==> src/rtl/program_sequencer.sv <==
// Program sequencer: PC update, relative/absolute jumps,
// prioritized nested interrupts with a return stack.
module program_sequencer #(
   parameter int unsigned WIDTH      = 16,
   parameter int unsigned DEPTH      = 4,
   parameter int unsigned NVEC       = 4,
   parameter int unsigned VEC_BASE   = 32'h0002,
   parameter int unsigned VEC_STRIDE = 2
) (
   input  logic                         clk,
   input  logic                         rst,
   input  logic [WIDTH-1:0]             AluIn,
   input  logic                         absJmp,
   input  logic                         relJmp,
   input  logic                         stall,
   input  logic [NVEC-1:0]              intr,
   input  logic                         reti,
   output logic [WIDTH-1:0]             PC,
   output logic [WIDTH-1:0]             Nextpc,
   output logic [NVEC-1:0]              intrAck,
   output logic                         inIsr,
   output logic [$clog2(DEPTH+1)-1:0]   level,
   output logic                         stackErr
);

   localparam int unsigned LW = $clog2(DEPTH + 1);
   localparam int unsigned PW = $clog2(NVEC + 1);
   localparam int unsigned AW = (DEPTH > 1) ? $clog2(DEPTH) : 1;

   logic [WIDTH-1:0] pc_q, pc_d;
   logic [LW-1:0]    lvl_q, lvl_d;
   logic [PW-1:0]    pri_q, pri_d;
   logic [NVEC-1:0]  ack_q, ack_d;
   logic             err_q, err_d;

   logic [WIDTH-1:0] stk_pc  [DEPTH];
   logic [PW-1:0]    stk_pri [DEPTH];

   logic             cand_vld;
   logic [PW-1:0]    cand;
   logic             accept;
   logic             push;
   logic [AW-1:0]    wr_idx;
   logic [AW-1:0]    rd_idx;
   logic [WIDTH-1:0] vec_addr;

   assign wr_idx   = AW'(lvl_q);
   assign rd_idx   = AW'(lvl_q - LW'(1));
   assign vec_addr = WIDTH'(VEC_BASE + 32'(cand) * VEC_STRIDE);

   // Lowest-numbered pending channel wins arbitration
   always_comb begin
      cand_vld = 1'b0;
      cand     = '0;
      for (int i = NVEC - 1; i >= 0; i--) begin
         if (intr[i]) begin
            cand_vld = 1'b1;
            cand     = PW'(i);
         end
      end
   end

   assign accept = cand_vld && (cand < pri_q) && (lvl_q < LW'(DEPTH));

   // Next-state selection in fixed action priority order
   always_comb begin
      pc_d  = pc_q;
      lvl_d = lvl_q;
      pri_d = pri_q;
      ack_d = '0;
      err_d = err_q;
      push  = 1'b0;
      if (stall) begin
         pc_d = pc_q;
      end else if (absJmp) begin
         pc_d = AluIn;
      end else if (relJmp) begin
         pc_d = pc_q + AluIn + WIDTH'(1);
      end else if (accept) begin
         push  = 1'b1;
         pc_d  = vec_addr;
         lvl_d = lvl_q + LW'(1);
         pri_d = cand;
         ack_d = NVEC'(1) << cand;
      end else if (reti && (lvl_q != '0)) begin
         pc_d  = stk_pc[rd_idx] + WIDTH'(1);
         pri_d = stk_pri[rd_idx];
         lvl_d = lvl_q - LW'(1);
      end else begin
         pc_d = pc_q + WIDTH'(1);
         if (reti) err_d = 1'b1;
      end
   end

   // Return stack storage; only reachable through lvl_q
   always_ff @(posedge clk) begin
      if (push) begin
         stk_pc[wr_idx]  <= pc_q;
         stk_pri[wr_idx] <= pri_q;
      end
   end

   // Architectural state with asynchronous reset
   always_ff @(posedge clk or negedge rst) begin
      if (!rst) begin
         pc_q  <= '0;
         lvl_q <= '0;
         pri_q <= PW'(NVEC);
         ack_q <= '0;
         err_q <= 1'b0;
      end else begin
         pc_q  <= pc_d;
         lvl_q <= lvl_d;
         pri_q <= pri_d;
         ack_q <= ack_d;
         err_q <= err_d;
      end
   end

   assign PC       = pc_q;
   assign Nextpc   = pc_q + WIDTH'(1);
   assign intrAck  = ack_q;
   assign inIsr    = (lvl_q != '0);
   assign level    = lvl_q;
   assign stackErr = err_q;

endmodule

==> config.mk <==
export PLATFORM = sky130hd
export DESIGN_NAME = program_sequencer
export DESIGN_NICKNAME = d
export VERILOG_FILES = /design/src/rtl/program_sequencer.sv
export SDC_FILE = /design/constraint.sdc
export NUM_CORES = 1
export LEC_CHECK = 0
export CORE_MARGIN = 2
export CORE_UTILIZATION = 61
export CTS_CLUSTER_SIZE = 8
export DETAILED_ROUTE_END_ITERATION = 8
export GPL_TIMING_DRIVEN = 0
export MAX_ROUTING_LAYER = met4
export PLACE_DENSITY = 0.95
export SLEW_MARGIN = 20
export SYNTH_ARGS = -nofsm -noshare
export SYNTH_HDL_FRONTEND = slang
export SYNTH_SLANG_ARGS = --single-unit
==> constraint.sdc <==
create_clock -name clk -period 5 [get_ports clk]
set_input_delay 0.75 -clock clk [delete_from_list [all_inputs] [get_ports clk]]
set_output_delay 0.75 -clock clk [all_outputs]
set_load 0.05 [all_outputs]
==> results.json, run 1 <==
{
  "dieWidth_um": 102,
  "crit_required_ns": 5.00,
  "ys_seq_area_share_pct": 50.3,
  "syn_nets": 540,
  "post-place-cells": 678,
  "min_period_ns": 3.99,
  "diodes": 0,
  "grt_max_degree": 28,
  "hold_viol_final": 0,
  "vias": 4584,
  "avgRoutedWirePerCell_um": 22.0,
  "numPortBuffers": 63,
  "drc": 0,
  "grt_overflow_total": 0,
  "setup_violations": 0,
  "grt_pass1_vias": 4461,
  "startpoint_type": "input port",
  "die-area_um2": 10400,
  "fp.coreArea_um2": 9280,
  "yosys_most_used_dff": "edfxtp_1",
  "rows": 35,
  "cts_buffers": 9,
  "grt_pass1_wl_um": 23400,
  "dr.pass1.iters": 6,
  "critPathArrivalTime_ns": 4.00,
  "p_leak_uw": 0.00257,
  "yosys_warnings": 0,
  "final_common_cell": "edfxtp_1",
  "slew_viol_final": 0,
  "worst_pin_slew_ns": 1.11,
  "cap_violations": 0,
  "final_cell_mix": "76 x edfxtp_1, 62 x clkdlybuf4s50_1, 34 x nand2_1, 28 x nor2_1",
  "synth.avg_cell_area_um2": 12.1,
  "netlist_instances": 486,
  "async_flop_share_pct": 26.2,
  "outcome": "finished clean",
  "cts_resized": 0,
  "path_clk_slew_ns": 0.10,
  "min_period_over_period_pct": 79.8,
  "ioPinCount": 67,
  "rsz0062_at_grt": "no",
  "cp_max_fo": 19,
  "power_density_nw_per_um2": 529,
  "cp-end-kind": "register",
  "clkLatencyLatePin_ns": 0.38,
  "final_antenna_net_count": 0,
  "postCtsSetupRepairBufs": 0,
  "root_buffer": "clkbuf_8",
  "via_per_inst": 6.61,
  "syn_area_um2": 5880,
  "synth_seq_cells": 103,
  "instances_no_fill": 694,
  "drive_above_1_share_pct": 8.32,
  "stdcell_area_um2": 6870,
  "placed_cell_area_um2": 6670,
  "synth_cell_types": 65,
  "synth_edf_count": 76,
  "relSlewSlack_pct": 26.0,
  "post-place-ws_ns": 0.616,
  "vdd_drop_max_uv": 283,
  "postCtsHoldBufs": 0,
  "cts.htree.levels": 3,
  "clock_path_buffers": 2,
  "syn2layout_area_growth_pct": 16.7,
  "hold_class": "input port to asynchronous set/reset pin",
  "finalPower_uw": 3630,
  "crit_type": "input port to register",
  "antenna_found_initial": 0,
  "routed_wl_um": 15300,
  "start_util_pct": 63.4,
  "post-dp-hpwl_um": 10700,
  "fmax_mhz": 250,
  "track_usage_pct": 31.2,
  "place_congestion": 0.991,
  "drt_first_iter_violations": 389,
  "fp.dieH_um": 102,
  "clock_sinks": 103,
  "fin_skew_ns": 0.00657,
  "setup_ws_ns": 1.01,
  "tritoncts": "built",
  "fin_setup_tns_ns": 0,
  "final_net_count": 614
}
## flip-flops by register name (all words and copies together) (netlist names)
name and count:
PC 16, stk_pri 12, intrAck 4, stk_pc 64, pri_q 3, level 3, stackErr 1
## cells by family after synthesis
kind of cell    Yosys count  share of synthesized area, %
compound gates          122                          13.5
buf+inv                  40                          3.19
fa+ha+maj                28                          6.08
flops                   103                          50.3
xor+xnor                 31                          4.62
simple gates            139                          13.4
mux                      23                          8.85
## final timing paths
| check | startpoint | end | slack (ns) | cells after the start |
|---|---|---|---|---|
| max | intr[2] | stk_pc[3][12]$_DFFE_PP_ | 1.01 | 8 |
| min | rst | PC[6]$_DFFE_PN0N_ | 0.41 | 1 |
| max reg2reg | level[0]$_DFFE_PN0P_ | PC[12]$_DFFE_PN0N_ | 1.49 | 12 |
| min reg2reg | stackErr$_DFFE_PN0P_ | stackErr$_DFFE_PN0P_ | 0.52 | 1 |
| max in group asynchronous | rst | PC[12]$_DFFE_PN0N_ | 4.13 | 1 |
| min in group clk | stackErr$_DFFE_PN0P_ | stackErr$_DFFE_PN0P_ | 0.52 | 1 |
## metrics by stage
step / utilization, % / hold WS, ns
2_1_floorplan: - / 0.454
3_3_place_gp: 71.9 / 0.487
3_5_place_dp: 71.8 / 0.498
4_1_cts: 73.9 / 0.429
5_1_grt: 74.0 / 0.456
6_report: 74.0 / 0.414
## Yosys cell counts, types with 12 or more instances
cell      instances  share of area [%]
edfxtp_1         76                 39
nand2_1          34                2.2
nor2_1           28                1.8
ha_1             27                5.7
o21ai_0          27                2.3
dfrtp_1          26                 11
a21oi_1          22                1.9
inv_1            22                1.4
xor2_1           18                2.7
mux4_1           14                6.3
a31oi_1          13                1.4
and3_1           13                1.4
xnor2_1          13                1.9
nor3_1           12                1.0
## worst max-delay path, cell delays in order
cell             delay [ns]
clkdlybuf4s50_1        0.45
o21ai_0                0.42
inv_1                  0.21
ha_1                   0.32
o311a_1                0.13
o21ai_2                0.39
clkbuf_1               0.34
and3_1                 0.97
## routing by layer
layer / wire length [um] / global-route usage (%) / up-vias
li1: - / - / 2026
met1: 6030 / 40.5 / 2183
met4: 524 / 13.4 / 0
met3: 1340 / 4.99 / 54
met2: 7370 / 49.1 / 321
met5: 0 / - / -
## layout make-up
class / instances / area (um2)
fillers: 613 / 2420
plain buffers: 17 / 101
flip-flops and latches: 103 / 2960
well taps: 129 / 161
clock inverters: 6 / 51.3
inverters: 23 / 86.3
multi-input cells: 343 / 2740
repair buffers: 63 / 626
clock buffers: 10 / 138
## report_power, final
part / internal, uW / switching [uW] / total [uW] / leakage [uW]
Combinational: 727 / 1190 / 1920 / 0.00148
Sequential: 1050 / 155 / 1200 / 0.00100
Clock: 204 / 309 / 513 / 0.0000948
(Power assumes the default switching activity.)
==> inputs of run 2 (changes only) <==
--- a/config.mk
+++ b/config.mk
@@ -6,12 +6,12 @@
 export NUM_CORES = 1
 export LEC_CHECK = 0
 export CORE_MARGIN = 2
-export CORE_UTILIZATION = 61
+export CORE_UTILIZATION = 51
 export CTS_CLUSTER_SIZE = 8
 export DETAILED_ROUTE_END_ITERATION = 8
 export GPL_TIMING_DRIVEN = 0
 export MAX_ROUTING_LAYER = met4
-export PLACE_DENSITY = 0.95
+export PLACE_DENSITY = 0.88
 export SLEW_MARGIN = 20
 export SYNTH_ARGS = -nofsm -noshare
 export SYNTH_HDL_FRONTEND = slang
==> constraint.sdc (replaced) <==
create_clock -name clk -period 3.2 [get_ports clk]
set_input_delay 0.48 -clock clk [delete_from_list [all_inputs] [get_ports clk]]
set_output_delay 0.48 -clock clk [all_outputs]
set_load 0.05 [all_outputs]
==> results.json, run 2 (synthesis gave the netlist of run 1 again) <==
{
  "outcome": "finished clean",
  "place_congestion": 0.998,
  "clock_sinks": 103,
  "critPathArrivalTime_ns": 2.66,
  "grt_max_degree": 28,
  "tritoncts": "built",
  "die-area_um2": 12400,
  "r2r_setup_slack_ns": 0.14,
  "grt_overflow_total": 0,
  "fmax_mhz": 318,
  "crit_type": "register to output pin",
  "fp.coreArea_um2": 11300,
  "cap_violations": 0,
  "final_cell_mix": "76 x edfxtp_1, 53 x clkdlybuf4s50_1, 34 x nand2_1, 27 x nor2_1",
  "finalCoreUtilization_pct": 63.6,
  "vias": 4567,
  "root_buffer": "clkbuf_16",
  "slowest_delay_ns": 0.86,
  "relSlewSlack_pct": 33.5,
  "vdd_drop_max_uv": 490,
  "fin_skew_ns": 0.00911,
  "min_period_over_period_pct": 98.1,
  "syn2layout_area_growth_pct": 22.4,
  "final_net_count": 622,
  "post-dp-hpwl_um": 10400,
  "startpoint_type": "register",
  "r2r-start": "level[0]$_DFFE_PN0P_",
  "cts.htree.levels": 3,
  "antenna_found_initial": 0,
  "startpoint": "PC[1]$_DFFE_PN0N_",
  "rsz0062_at_grt": "no",
  "grt_pass1_wl_um": 24100,
  "post-place-cells": 692,
  "crit_slowest_cell": "clkdlybuf4s50_1",
  "cp-end-kind": "output pin",
  "instances_no_fill": 716,
  "drt_first_iter_violations": 461,
  "final_common_cell": "edfxtp_1",
  "final_antenna_net_count": 0,
  "numPortBuffers": 63,
  "fin_setup_tns_ns": 0,
  "dieWidth_um": 111,
  "via_per_inst": 6.38,
  "track_usage_pct": 25.8,
  "routed_wl_um": 15700,
  "p_leak_uw": 0.00270,
  "clock_path_buffers": 2,
  "ff2ff_path_depth": 12,
  "worst_pin_slew_ns": 0.984,
  "setup_violations": 0,
  "cp_max_fo": 12,
  "clkLatencyLatePin_ns": 0.35,
  "power_density_nw_per_um2": 853,
  "rows": 39,
  "hold_class": "input port to asynchronous set/reset pin",
  "min_period_ns": 3.14,
  "slew_viol_final": 0,
  "diodes": 0,
  "dr.pass1.iters": 5,
  "avgRoutedWirePerCell_um": 21.9,
  "ioPinCount": 67,
  "grt_pass1_vias": 4408,
  "crit_required_ns": 2.72,
  "path_clk_slew_ns": 0.07,
  "start_util_pct": 52.0,
  "drc": 0,
  "cts_buffers": 9,
  "largest_reg_flops": 64,
  "fp.dieH_um": 111,
  "drive_above_1_share_pct": 12.6,
  "hold_viol_final": 0,
  "path_cells": "ha_1 -> nand3_1 -> xnor2_1 -> clkdlybuf4s50_1",
  "top_register": "stk_pc"
}
-- run 2: changes by cell type in the layout (fill, tap and decap cells not counted), moves of 4 or more --
cell and delta:
and3_1 -4, clkbuf_8 -10, and3_4 +4, clkdlybuf4s15_2 +4, clkdlybuf4s50_1 -9, buf_4 +4, buf_12 +6, clkbuf_16 +12
-- run 2: layout make-up --
class	instances	area, um2
multi-input cells	343	2790
plain buffers	17	111
well taps	143	179
fillers	834	4120
repair buffers	71	752
clock inverters	1	6.26
inverters	23	86.3
flip-flops and latches	103	2960
clock buffers	15	312
-- run 2: through the flow --
| stage | hold slack, ns | area, um2 | worst slack, ns | total power, uW |
|---|---|---|---|---|
| after floorplan | 0.184 | 5880 | 0.144 | 3970 |
| after global placement | 0.495 | 6690 | -0.691 | 4700 |
| after detailed placement | 0.493 | 6690 | -0.820 | 4810 |
| after CTS | 0.188 | 7050 | 0.0155 | 6010 |
| after global routing | 0.208 | 7200 | 0.00378 | 6420 |
| final | 0.161 | 7200 | 0.0597 | 6140 |
-- run 2: worst paths after layout --
kind | endpoint
max | Nextpc[4]
min | intrAck[2]$_DFF_PN0_
max reg2reg | PC[12]$_DFFE_PN0N_
min reg2reg | stackErr$_DFFE_PN0P_
max in group asynchronous | PC[3]$_DFFE_PN0N_
min in group clk | PC[14]$_DFFE_PN0N_
-- run 2: repair_timing --
item,4_1_cts,5_1_grt
hold buffers,0,0
endpoints found under the setup margin,95,93
gates resized for setup,29,17
pin swaps,1,6
buffers inserted,1,7
-- run 2: worst max-delay path: cells and delay by family, from the launching register on --
kind	cells	cell delay, ns
buffers and inverters	1	0.86
DFF	1	0.62
and+or+nand+nor	1	0.15
adders and majority gates	1	0.36
xor gates and xnor gates	1	0.30
-- run 2: where the power goes --
group	total [uW]	internal, uW	switching (uW)
logic	3110	1180	1930
clock network	1160	672	488
registers	1870	1640	233
-- run 2: routing by layer --
layer / global-route usage (%) / share of wire [%] / vias up / wire, um
met4: 9.05 / 1.8 / 0 / 284
met2: 40.6 / 49 / 250 / 7670
li1: - / - / 2045 / -
met5: - / 0 / - / 0
met1: 33.2 / 42 / 2241 / 6600
met3: 5.93 / 7.3 / 31 / 1140
